$ cat src/rtl/sram_share_pkg.sv
// Shared state encoding, default geometry and derived widths for the
// SRAM-sharing sequencer.
package sram_share_pkg;

    localparam int DEF_AW = 3;
    localparam int DEF_DW = 4;
    localparam int PSW    = DEF_DW + 1;
    localparam int SSW    = DEF_DW + DEF_AW;

    // Client slots in the arbiter vectors; lower index wins.
    localparam int CL_WR = 0;
    localparam int CL_PR = 1;
    localparam int CL_SC = 2;

    typedef enum logic [2:0] {
        IDLE   = 3'd0,
        WRITE  = 3'd1,
        PR_A   = 3'd2,
        PR_B   = 3'd3,
        PR_C   = 3'd4,
        SC_RD  = 3'd5,
        SC_ACC = 3'd6
    } state_t;

endpackage

$ cat src/rtl/sram_share_ctrl_if.sv
// Client and SRAM-side signals of the shared-port sequencer; the controller
// takes the slave view, the surrounding logic and memory the master view.
interface sram_share_ctrl_if
    import sram_share_pkg::*;
#(
    parameter int AW = DEF_AW,
    parameter int DW = DEF_DW
);
    logic              WR_REQ;
    logic [AW-1:0]     WR_ADDR;
    logic [DW-1:0]     WR_DATA;
    logic              WR_ACK;
    logic              PR_REQ;
    logic [AW-1:0]     PR_A1;
    logic [AW-1:0]     PR_A2;
    logic              PR_ACK;
    logic [DW:0]       PR_SUM;
    logic              SUM_START;
    logic              SUM_BUSY;
    logic              SUM_DONE;
    logic [DW+AW-1:0]  SUM_OUT;
    logic              MEM_WE;
    logic              MEM_RE;
    logic [AW-1:0]     MEM_ADDR;
    logic [DW-1:0]     MEM_WDATA;
    logic [DW-1:0]     MEM_RDATA;

    modport master (
        output WR_REQ, WR_ADDR, WR_DATA, PR_REQ, PR_A1, PR_A2, SUM_START, MEM_RDATA,
        input  WR_ACK, PR_ACK, PR_SUM, SUM_BUSY, SUM_DONE, SUM_OUT,
               MEM_WE, MEM_RE, MEM_ADDR, MEM_WDATA
    );

    modport slave (
        input  WR_REQ, WR_ADDR, WR_DATA, PR_REQ, PR_A1, PR_A2, SUM_START, MEM_RDATA,
        output WR_ACK, PR_ACK, PR_SUM, SUM_BUSY, SUM_DONE, SUM_OUT,
               MEM_WE, MEM_RE, MEM_ADDR, MEM_WDATA
    );

endinterface

$ cat src/rtl/prio_arb3.sv
// Fixed-priority three-way grant (bit 0 highest); a set lock bit removes
// that client from contention for the current cycle.
module prio_arb3 (
    input  logic [2:0] req,
    input  logic [2:0] lock,
    output logic [2:0] gnt
);

    logic [2:0] eligible;

    always_comb begin
        eligible = req & ~lock;
        gnt      = 3'b000;
        if (eligible[0])
            gnt = 3'b001;
        else if (eligible[1])
            gnt = 3'b010;
        else if (eligible[2])
            gnt = 3'b100;
    end

endmodule

$ cat src/rtl/sram_share_ctrl.sv
// Owns the single synchronous-read SRAM port and time-shares it between
// digit writes, two-address sums and a yielding whole-memory scan.
module sram_share_ctrl
    import sram_share_pkg::*;
#(
    parameter int AW = DEF_AW,
    parameter int DW = DEF_DW
) (
    input  logic             CLK,
    input  logic             RST,
    sram_share_ctrl_if.slave bus
);

    localparam int PW = DW + 1;
    localparam int SW = DW + AW;
    localparam logic [AW-1:0] LAST_IDX = '1;

    state_t        state;
    logic          scan_pending;
    logic [AW-1:0] scan_idx;
    logic [SW-1:0] acc;
    logic [AW-1:0] a1_q;
    logic [AW-1:0] a2_q;
    logic [DW-1:0] op1;
    logic [2:0]    lock_q;
    logic          pr_ack_q;
    logic [PW-1:0] pr_sum_q;
    logic          sum_done_q;
    logic [SW-1:0] sum_out_q;
    logic [2:0]    req;
    logic [2:0]    gnt;
    logic [SW-1:0] rdata_ext;

    assign req       = {scan_pending, bus.PR_REQ, bus.WR_REQ};
    assign rdata_ext = {{AW{1'b0}}, bus.MEM_RDATA};

    prio_arb3 u_arb (
        .req  (req),
        .lock (lock_q),
        .gnt  (gnt)
    );

    // A client just served sees its lock bit for one cycle so a REQ that has
    // not yet dropped cannot win the following IDLE arbitration.
    always_ff @(posedge CLK) begin
        if (RST) begin
            state        <= IDLE;
            scan_pending <= 1'b0;
            scan_idx     <= '0;
            acc          <= '0;
            a1_q         <= '0;
            a2_q         <= '0;
            op1          <= '0;
            lock_q       <= 3'b000;
            pr_ack_q     <= 1'b0;
            pr_sum_q     <= '0;
            sum_done_q   <= 1'b0;
            sum_out_q    <= '0;
        end else begin
            lock_q     <= 3'b000;
            pr_ack_q   <= 1'b0;
            sum_done_q <= 1'b0;
            if (bus.SUM_START && !scan_pending) begin
                scan_pending <= 1'b1;
                scan_idx     <= '0;
                acc          <= '0;
            end
            case (state)
                IDLE: begin
                    if (gnt[CL_WR]) begin
                        state <= WRITE;
                    end else if (gnt[CL_PR]) begin
                        state <= PR_A;
                        a1_q  <= bus.PR_A1;
                        a2_q  <= bus.PR_A2;
                    end else if (gnt[CL_SC]) begin
                        state <= SC_RD;
                    end
                end
                WRITE: begin
                    lock_q[CL_WR] <= 1'b1;
                    state         <= IDLE;
                end
                PR_A: state <= PR_B;
                PR_B: begin
                    op1   <= bus.MEM_RDATA;
                    state <= PR_C;
                end
                PR_C: begin
                    pr_sum_q      <= {1'b0, op1} + {1'b0, bus.MEM_RDATA};
                    pr_ack_q      <= 1'b1;
                    lock_q[CL_PR] <= 1'b1;
                    state         <= IDLE;
                end
                SC_RD: state <= SC_ACC;
                SC_ACC: begin
                    acc      <= acc + rdata_ext;
                    scan_idx <= scan_idx + 1'b1;
                    if (scan_idx == LAST_IDX) begin
                        scan_pending <= 1'b0;
                        sum_done_q   <= 1'b1;
                        sum_out_q    <= acc + rdata_ext;
                    end
                    state <= IDLE;
                end
                default: state <= IDLE;
            endcase
        end
    end

    always_comb begin
        bus.MEM_WE    = 1'b0;
        bus.MEM_RE    = 1'b0;
        bus.MEM_ADDR  = '0;
        bus.MEM_WDATA = '0;
        bus.WR_ACK    = 1'b0;
        case (state)
            WRITE: begin
                bus.MEM_WE    = 1'b1;
                bus.MEM_ADDR  = bus.WR_ADDR;
                bus.MEM_WDATA = bus.WR_DATA;
                bus.WR_ACK    = 1'b1;
            end
            PR_A: begin
                bus.MEM_RE   = 1'b1;
                bus.MEM_ADDR = a1_q;
            end
            PR_B: begin
                bus.MEM_RE   = 1'b1;
                bus.MEM_ADDR = a2_q;
            end
            SC_RD: begin
                bus.MEM_RE   = 1'b1;
                bus.MEM_ADDR = scan_idx;
            end
            default: ;
        endcase
    end

    assign bus.PR_ACK   = pr_ack_q;
    assign bus.PR_SUM   = pr_sum_q;
    assign bus.SUM_BUSY = scan_pending;
    assign bus.SUM_DONE = sum_done_q;
    assign bus.SUM_OUT  = sum_out_q;

endmodule

$ cat src/flat_wrapper.sv
// flat-port wrapper written by rule: the top's interface ports become plain ports
module sram_share_ctrl_flat import sram_share_pkg::*;
#(
    parameter int AW = DEF_AW,
    parameter int DW = DEF_DW
)
  (CLK, RST, bus_WR_REQ, bus_WR_ADDR, bus_WR_DATA, bus_PR_REQ, bus_PR_A1, bus_PR_A2, bus_SUM_START, bus_MEM_RDATA, bus_WR_ACK, bus_PR_ACK, bus_PR_SUM, bus_SUM_BUSY, bus_SUM_DONE, bus_SUM_OUT, bus_MEM_WE, bus_MEM_RE, bus_MEM_ADDR, bus_MEM_WDATA);
  sram_share_ctrl_if #(.AW(AW), .DW(DW)) bus_i ();
  input  logic CLK;
  input  logic RST;
  input wire logic [$bits(bus_i.WR_REQ)-1:0] bus_WR_REQ;
  input wire logic [$bits(bus_i.WR_ADDR)-1:0] bus_WR_ADDR;
  input wire logic [$bits(bus_i.WR_DATA)-1:0] bus_WR_DATA;
  input wire logic [$bits(bus_i.PR_REQ)-1:0] bus_PR_REQ;
  input wire logic [$bits(bus_i.PR_A1)-1:0] bus_PR_A1;
  input wire logic [$bits(bus_i.PR_A2)-1:0] bus_PR_A2;
  input wire logic [$bits(bus_i.SUM_START)-1:0] bus_SUM_START;
  input wire logic [$bits(bus_i.MEM_RDATA)-1:0] bus_MEM_RDATA;
  output wire logic [$bits(bus_i.WR_ACK)-1:0] bus_WR_ACK;
  output wire logic [$bits(bus_i.PR_ACK)-1:0] bus_PR_ACK;
  output wire logic [$bits(bus_i.PR_SUM)-1:0] bus_PR_SUM;
  output wire logic [$bits(bus_i.SUM_BUSY)-1:0] bus_SUM_BUSY;
  output wire logic [$bits(bus_i.SUM_DONE)-1:0] bus_SUM_DONE;
  output wire logic [$bits(bus_i.SUM_OUT)-1:0] bus_SUM_OUT;
  output wire logic [$bits(bus_i.MEM_WE)-1:0] bus_MEM_WE;
  output wire logic [$bits(bus_i.MEM_RE)-1:0] bus_MEM_RE;
  output wire logic [$bits(bus_i.MEM_ADDR)-1:0] bus_MEM_ADDR;
  output wire logic [$bits(bus_i.MEM_WDATA)-1:0] bus_MEM_WDATA;
  assign bus_i.WR_REQ = bus_WR_REQ;
  assign bus_i.WR_ADDR = bus_WR_ADDR;
  assign bus_i.WR_DATA = bus_WR_DATA;
  assign bus_i.PR_REQ = bus_PR_REQ;
  assign bus_i.PR_A1 = bus_PR_A1;
  assign bus_i.PR_A2 = bus_PR_A2;
  assign bus_i.SUM_START = bus_SUM_START;
  assign bus_i.MEM_RDATA = bus_MEM_RDATA;
  assign bus_WR_ACK = bus_i.WR_ACK;
  assign bus_PR_ACK = bus_i.PR_ACK;
  assign bus_PR_SUM = bus_i.PR_SUM;
  assign bus_SUM_BUSY = bus_i.SUM_BUSY;
  assign bus_SUM_DONE = bus_i.SUM_DONE;
  assign bus_SUM_OUT = bus_i.SUM_OUT;
  assign bus_MEM_WE = bus_i.MEM_WE;
  assign bus_MEM_RE = bus_i.MEM_RE;
  assign bus_MEM_ADDR = bus_i.MEM_ADDR;
  assign bus_MEM_WDATA = bus_i.MEM_WDATA;
  sram_share_ctrl #(.AW(AW), .DW(DW)) u_core (.CLK(CLK), .RST(RST), .bus(bus_i));
endmodule
$ cat config.mk
export PLATFORM = sky130hd
export DESIGN_NAME = sram_share_ctrl_flat
export DESIGN_NICKNAME = d
export VERILOG_FILES = /design/src/rtl/sram_share_pkg.sv /design/src/rtl/sram_share_ctrl_if.sv /design/src/rtl/prio_arb3.sv /design/src/rtl/sram_share_ctrl.sv /design/src/flat_wrapper.sv
export SDC_FILE = /design/constraint.sdc
export NUM_CORES = 1
export LEC_CHECK = 0
export CAP_MARGIN = 15
export CORE_UTILIZATION = 49
export DETAILED_ROUTE_END_ITERATION = 12
export PLACE_DENSITY_LB_ADDON = 0.2
export SLEW_MARGIN = 20
export SYNTH_ARGS = -nofsm -noshare
export SYNTH_HDL_FRONTEND = slang
export SYNTH_SLANG_ARGS = --single-unit
$ cat constraint.sdc
create_clock -name CLK -period 2.1 [get_ports CLK]
set_input_delay 0.42 -clock CLK [delete_from_list [all_inputs] [get_ports CLK]]
set_output_delay 0.42 -clock CLK [all_outputs]
set_load 0.05 [all_outputs]
* After elaboration in Yosys (flattened, before gate mapping)
Index checks and enable logic that the tools add are counted.
Storage, ports and cells: logic and storage cells 56, register bits 41
Operators by class: reductions and logical operators 8, bitwise operators 4, $add $sub $neg 3, mux-type cells 20, equality and inequality tests 8
Operators with widths (count):
- $mux W3 | 8
- $pmux W3 S4 | 2
- $mux W7 | 2
- $eq A3 B3 Y1 const B | 4
- $add A7 B4 Y7 | 1
- $mux W1 | 7
- $eq A3 B2 Y1 const B | 2
- $add A4 B4 Y5 | 1
- $mux W4 | 1
- $ne A4 B1 Y1 const B | 1
- $add A3 B1 Y3 const B | 1
- $and A3 B3 Y3 | 1
- $eq A3 B1 Y1 const B | 1
- $logic_not A3 Y1 | 1
- $not A3 Y3 | 1
- $reduce_and A3 Y1 | 1
- $reduce_or A3 Y1 | 1
- $not A1 Y1 | 2
- $reduce_and A2 Y1 | 1
- $reduce_bool A2 Y1 | 1
- $reduce_or A2 Y1 | 1
- $logic_and A1 B1 Y1 | 1
- $logic_not A1 Y1 | 1

* Logic depth before layout (Yosys ltp)
Gate-level depths: netlist (run 1).
word-level depth 9, depth in mapped cells 7

* By module
Synthesis (run 1) repeated with hierarchy kept, for this count alone.
Second synthesis, totals: cells, all modules 233, area, all modules 2019.4 µm²
By module, submodules not included:
- sram_share_ctrl | seq. area each 780.7 µm², times used 1, cells each 229, area an instance 1975.6 µm²
- prio_arb3 | seq. area each 0.0 µm², times used 1, cells each 4, area an instance 43.8 µm²

* Worst setup path before layout (run 1)
Ideal clock, no wire load.
path kind reg2out, start point register u_core.state[2], end point output bus_MEM_WDATA[0], setup slack -0.707 ns, arrival time 2.387 ns, stages on the path, launching flop included 4, path through dfxtp_1 clkbuf_1 nor3_1 and2_1
Between the ends: longest elaborated chain between the ends 2
Ends and longest elaborated chain:
- start, declared | RTL line sram_share_ctrl.sv:18 | state_t state;
- start signal, assigned | RTL line sram_share_ctrl.sv:47 | state <= IDLE;
- start signal, assigned | RTL line sram_share_ctrl.sv:71 | state <= WRITE;
- start signal, assigned | RTL line sram_share_ctrl.sv:73 | state <= PR_A;
- $eq A3 B1 Y1 | RTL line sram_share_ctrl.sv:117 | case (state)
- $mux W4 | RTL line sram_share_ctrl.sv:117
- end, declared | RTL line flat_wrapper.sv:28 | output wire logic [$bits(bus_i.MEM_WDATA)-1:0] bus_MEM_WDATA;
Every way passes these cells.

* Worst setup path in the final report (run 1)
start point input bus_MEM_RDATA[0], end point register u_core.sum_out_q[6] (netlist: u_core.bus.SUM_OUT[6])
Between the ends: longest elaborated chain between the ends 1
Ends and longest elaborated chain:
- start, declared | RTL line flat_wrapper.sv:18 | input wire logic [$bits(bus_i.MEM_RDATA)-1:0] bus_MEM_RDATA;
- $add A7 B4 Y7 | RTL line sram_share_ctrl.sv:102 | sum_out_q <= acc + rdata_ext;
- end signal, assigned | RTL line sram_share_ctrl.sv:102
- end, declared | RTL line sram_share_ctrl.sv:29 | logic [SW-1:0] sum_out_q;
Every way passes these cells. A chain may end at the register's enable or synchronous reset.

==> flow_summary.yaml, run 1 <==
floorplan:
  placementRows: 22
  die_x_um: 65.54
  pin_count: 47
  die_y_um: 65.54
  core_area_um2: 3771
  die_area_um2: 4295
  start_util: 0.5246
grt:
  grt_pass1_vias: 1668
  grt_max_degree: 18
  grt_usage: 0.2328
  grt_pass1_wl_mm: 7.576
  antenna_found_initial: 0
  grt_remaining_overflow: 0
outcome:
  status: "completed"
timing:
  hold_violations: 0
  rsz0062_at_grt: "yes"
  whs_ns: 0.4615
  relSlewSlack: 0.6595
  fin_crit_sh: 0.9743
  tightest_slew_ns: 0.5092
  maxClockFrequency_mhz: 488.7
  skew_ns: 0.002691
  slew_violations: 0
  period_needed_ns: 2.046
  postLayoutSetupSlackWorst_ns: 0.05387
  finalSetupViolCount: 0
finish:
  drive_gt1_frac: 0.1625
  final_common_cell: "dfxtp_1"
  num_antenna_cells: 0
  synthToLayoutAreaGrowth_pct: 41.87
  nFillCells: 287
  layout_common_cells: "dfxtp_1 (38), clkdlybuf4s50_1 (36), nor2_1 (27), buf_4 (22), nand2_1 (18)"
  final_nets: 317
clock_network:
  cts_setup_buffers: 0
  clock-sinks: 39
  h-tree-depth: 2
  clk_latency_ns: 0.29
  cts_tree: "done"
  ctsLongestPathBuffers: 2
  cts.reportedPaths.clkPinSlew_ns: 0.07
  numCtsBuffers: 5
  clockRootBuffer: "clkbuf_8"
routing:
  vias: 1788
  antenna_left: 0
  route.detailed.wl_per_inst_um: 13.80
  dr.first_iter.drc_count: 131
  vias_per_cell: 5.402
  drc: 0
  drt-total-wl_mm: 4.568
  dr.pass1.iters: 4
logic_synthesis:
  synth_enable_flop_cells: 0
  yosys.cell_types.count: 43
  syn_area_per_cell_um2: 8.871
  synthArstFlopShare: 0
  synth_ff_type: "dfxtp_1"
  synth_nets: 257
  ys_seq_area_frac: 0.3947
  synth_area_um2: 1978
  yosys_register_bits: 39
  yosys_warnings: 0
  synthCells: 223
placement:
  dp_hpwl_mm: 3.392
  gp_congestion: 0.8694
  dp_slack_ns: -0.3269
  portBuffers: 46
power:
  ir_drop_v: 0.0004153
  p_leak_nw: 1.145
  cellPowerDensity_nw_per_um2: 633.9
critical_path:
  crit_buf_inv: 1
  slowest_stage: "clkdlybuf4s50_1"
  reg2reg_from: "u_core.acc[0]$_SDFFE_PP0P_"
  endpoint_kind: "register"
  crit_cells: 7
  r2r-end: "u_core.bus.SUM_OUT[6]$_SDFFE_PP0P_"
  required_ns: 2.26
  crit_fanout: 3
  regToRegSetupSlack_ns: 0.34
  path_cells: "clkdlybuf4s50_1, ha_2, fa_2, a211o_1, o2111ai_1, xor2_1, a211oi_1"
  crit_type: "input pin to register"
  critical-path-top-delay-family: "adder cells"
  slowest_delay_ns: 0.44
  critPathLaunch: "bus_MEM_RDATA[0]"
  worstRegToRegCells: 6
  startpoint_type: "input pin"
  cp.arrival_ns: 2.21
  endpoint: "u_core.bus.SUM_OUT[6]$_SDFFE_PP0P_"
worst_hold_path:
  worstHoldPathType: "register to register"
job:
  cap_violations: 0
sequential cells by signal (all words and copies together), names as in the netlist:
signal	count
u_core.bus.PR_ACK	1
u_core.a2_q	3
u_core.bus.SUM_DONE	1
u_core.bus.SUM_OUT	7
u_core.acc	7
u_core.state	3
u_core.bus.PR_SUM	5
u_core.bus.SUM_BUSY	1
u_core.op1	4
u_core.scan_idx	3
u_core.a1_q	3
u_core.lock_q	1
worst min-delay path, cell delays in order (launching register included):
cell and delay, ns:
dfxtp_1 0.31, nand2_1 0.05, a21oi_1 0.05
routing by layer:
layer | wire length (um) | vias up | track usage
li1 | - | 911 | -
met1 | 2191 | 828 | 0.3077
met2 | 2127 | 42 | 0.3698
met3 | 187 | 7 | 0.04688
met4 | 61 | 0 | 0.08967
met5 | 0 | - | 0
Yosys cell counts (2+ instances only):
master	n	share of area
a21o_1	5	0.019
xnor2_1	3	0.013
a21oi_1	18	0.046
clkbuf_1	9	0.017
xor2_1	2	0.0089
a211oi_1	8	0.030
nor4_1	4	0.013
nand3b_1	2	0.0076
nor2_1	27	0.051
fa_1	2	0.020
or3_1	3	0.0095
or4_1	2	0.0076
dfxtp_1	39	0.39
and3_1	3	0.0095
o21ai_0	6	0.015
and2_1	5	0.016
buf_6	3	0.017
nand3_1	11	0.028
mux2i_1	13	0.066
nand2_1	18	0.034
nand2b_1	2	0.0063
ha_1	10	0.063
nor3_1	2	0.0051
nand4b_1	2	0.0089
inv_1	3	0.0057
a31oi_1	2	0.0063
nor2b_1	3	0.0095
final cells by class:
type	instances	area, um2	area share
flip-flops and latches	39	782.0	0.2786
clock buffers	6	72.57	0.02586
repair buffers	68	725.7	0.2586
well taps	48	60.06	0.02140
clock inverters	1	30.03	0.01070
multi-input cells	166	1125	0.4008
inverters	3	11.26	0.004012
power breakdown:
group,leakage (nW),internal [mW],total (mW),switching [mW]
Combinational,0.778,0.191,0.394,0.203
Clock,0.0513,0.348,0.600,0.252
Sequential,0.316,0.761,0.785,0.0237
worst min-delay path by stage:
stage	start	endpoint	slack (ns)	cells past startpoint
finish	u_core.bus.SUM_OUT[3]$_SDFFE_PP0P_	u_core.bus.SUM_OUT[3]$_SDFFE_PP0P_	0.46	2
global placement	u_core.bus.SUM_OUT[3]$_SDFFE_PP0P_	u_core.bus.SUM_OUT[3]$_SDFFE_PP0P_	0.44	2
global route	u_core.bus.SUM_OUT[3]$_SDFFE_PP0P_	u_core.bus.SUM_OUT[3]$_SDFFE_PP0P_	0.49	2
detailed placement	u_core.bus.SUM_OUT[3]$_SDFFE_PP0P_	u_core.bus.SUM_OUT[3]$_SDFFE_PP0P_	0.45	2
floorplan	u_core.acc[0]$_SDFFE_PP0P_	u_core.acc[0]$_SDFFE_PP0P_	0.45	2
CTS	u_core.bus.SUM_OUT[3]$_SDFFE_PP0P_	u_core.bus.SUM_OUT[3]$_SDFFE_PP0P_	0.46	2
cell families (layout without fill, tap and decap cells):
group                    count (synthesis)  in the layout  share of synthesized area
AND/OR/NAND/NOR                         89             89                     0.2340
AO/OA/AOI/OAI                           47             47                     0.1518
flip-flops                              39             39                     0.3947
buffers and inverters                   18             78                    0.04807
multiplexers                            13             13                    0.06578
adder cells (fa/ha/maj)                 12             12                    0.08349
XOR/XNOR                                 5              5                    0.02214
timing repair:
action,in CTS,in global routing
hold buffers,0,0
resized for setup,2,3
pin swaps,1,2
setup endpoints to repair,9,10
metrics by stage:
| step | util | instance area (um2) | power, mW | TNS, ns | std cells |
|---|---|---|---|---|---|
| 2_1_floorplan | - | 1989 | 1.012 | 0 | 223 |
| 3_3_place_gp | 0.7137 | 2691 | 1.189 | -1.448 | 324 |
| 3_5_place_dp | 0.7137 | 2691 | 1.193 | -1.760 | 324 |
| 4_1_cts | 0.7419 | 2798 | 1.791 | 0 | 331 |
| 5_1_grt | 0.7442 | 2806 | 1.852 | -0.006715 | 331 |
| 6_report | 0.7442 | 2806 | 1.779 | 0 | 331 |
(Power assumes the default switching activity.)
==> run 2, diff against run 1 <==
--- a/config.mk
+++ b/config.mk
@@ -5,6 +5,7 @@
 export SDC_FILE = /design/constraint.sdc
 export NUM_CORES = 1
 export LEC_CHECK = 0
+export ABC_AREA = 0
 export CAP_MARGIN = 15
 export CORE_UTILIZATION = 49
 export DETAILED_ROUTE_END_ITERATION = 12
==> results of run 2 <==
No change in the layout: final DEF, timing and power equal those of run 1.
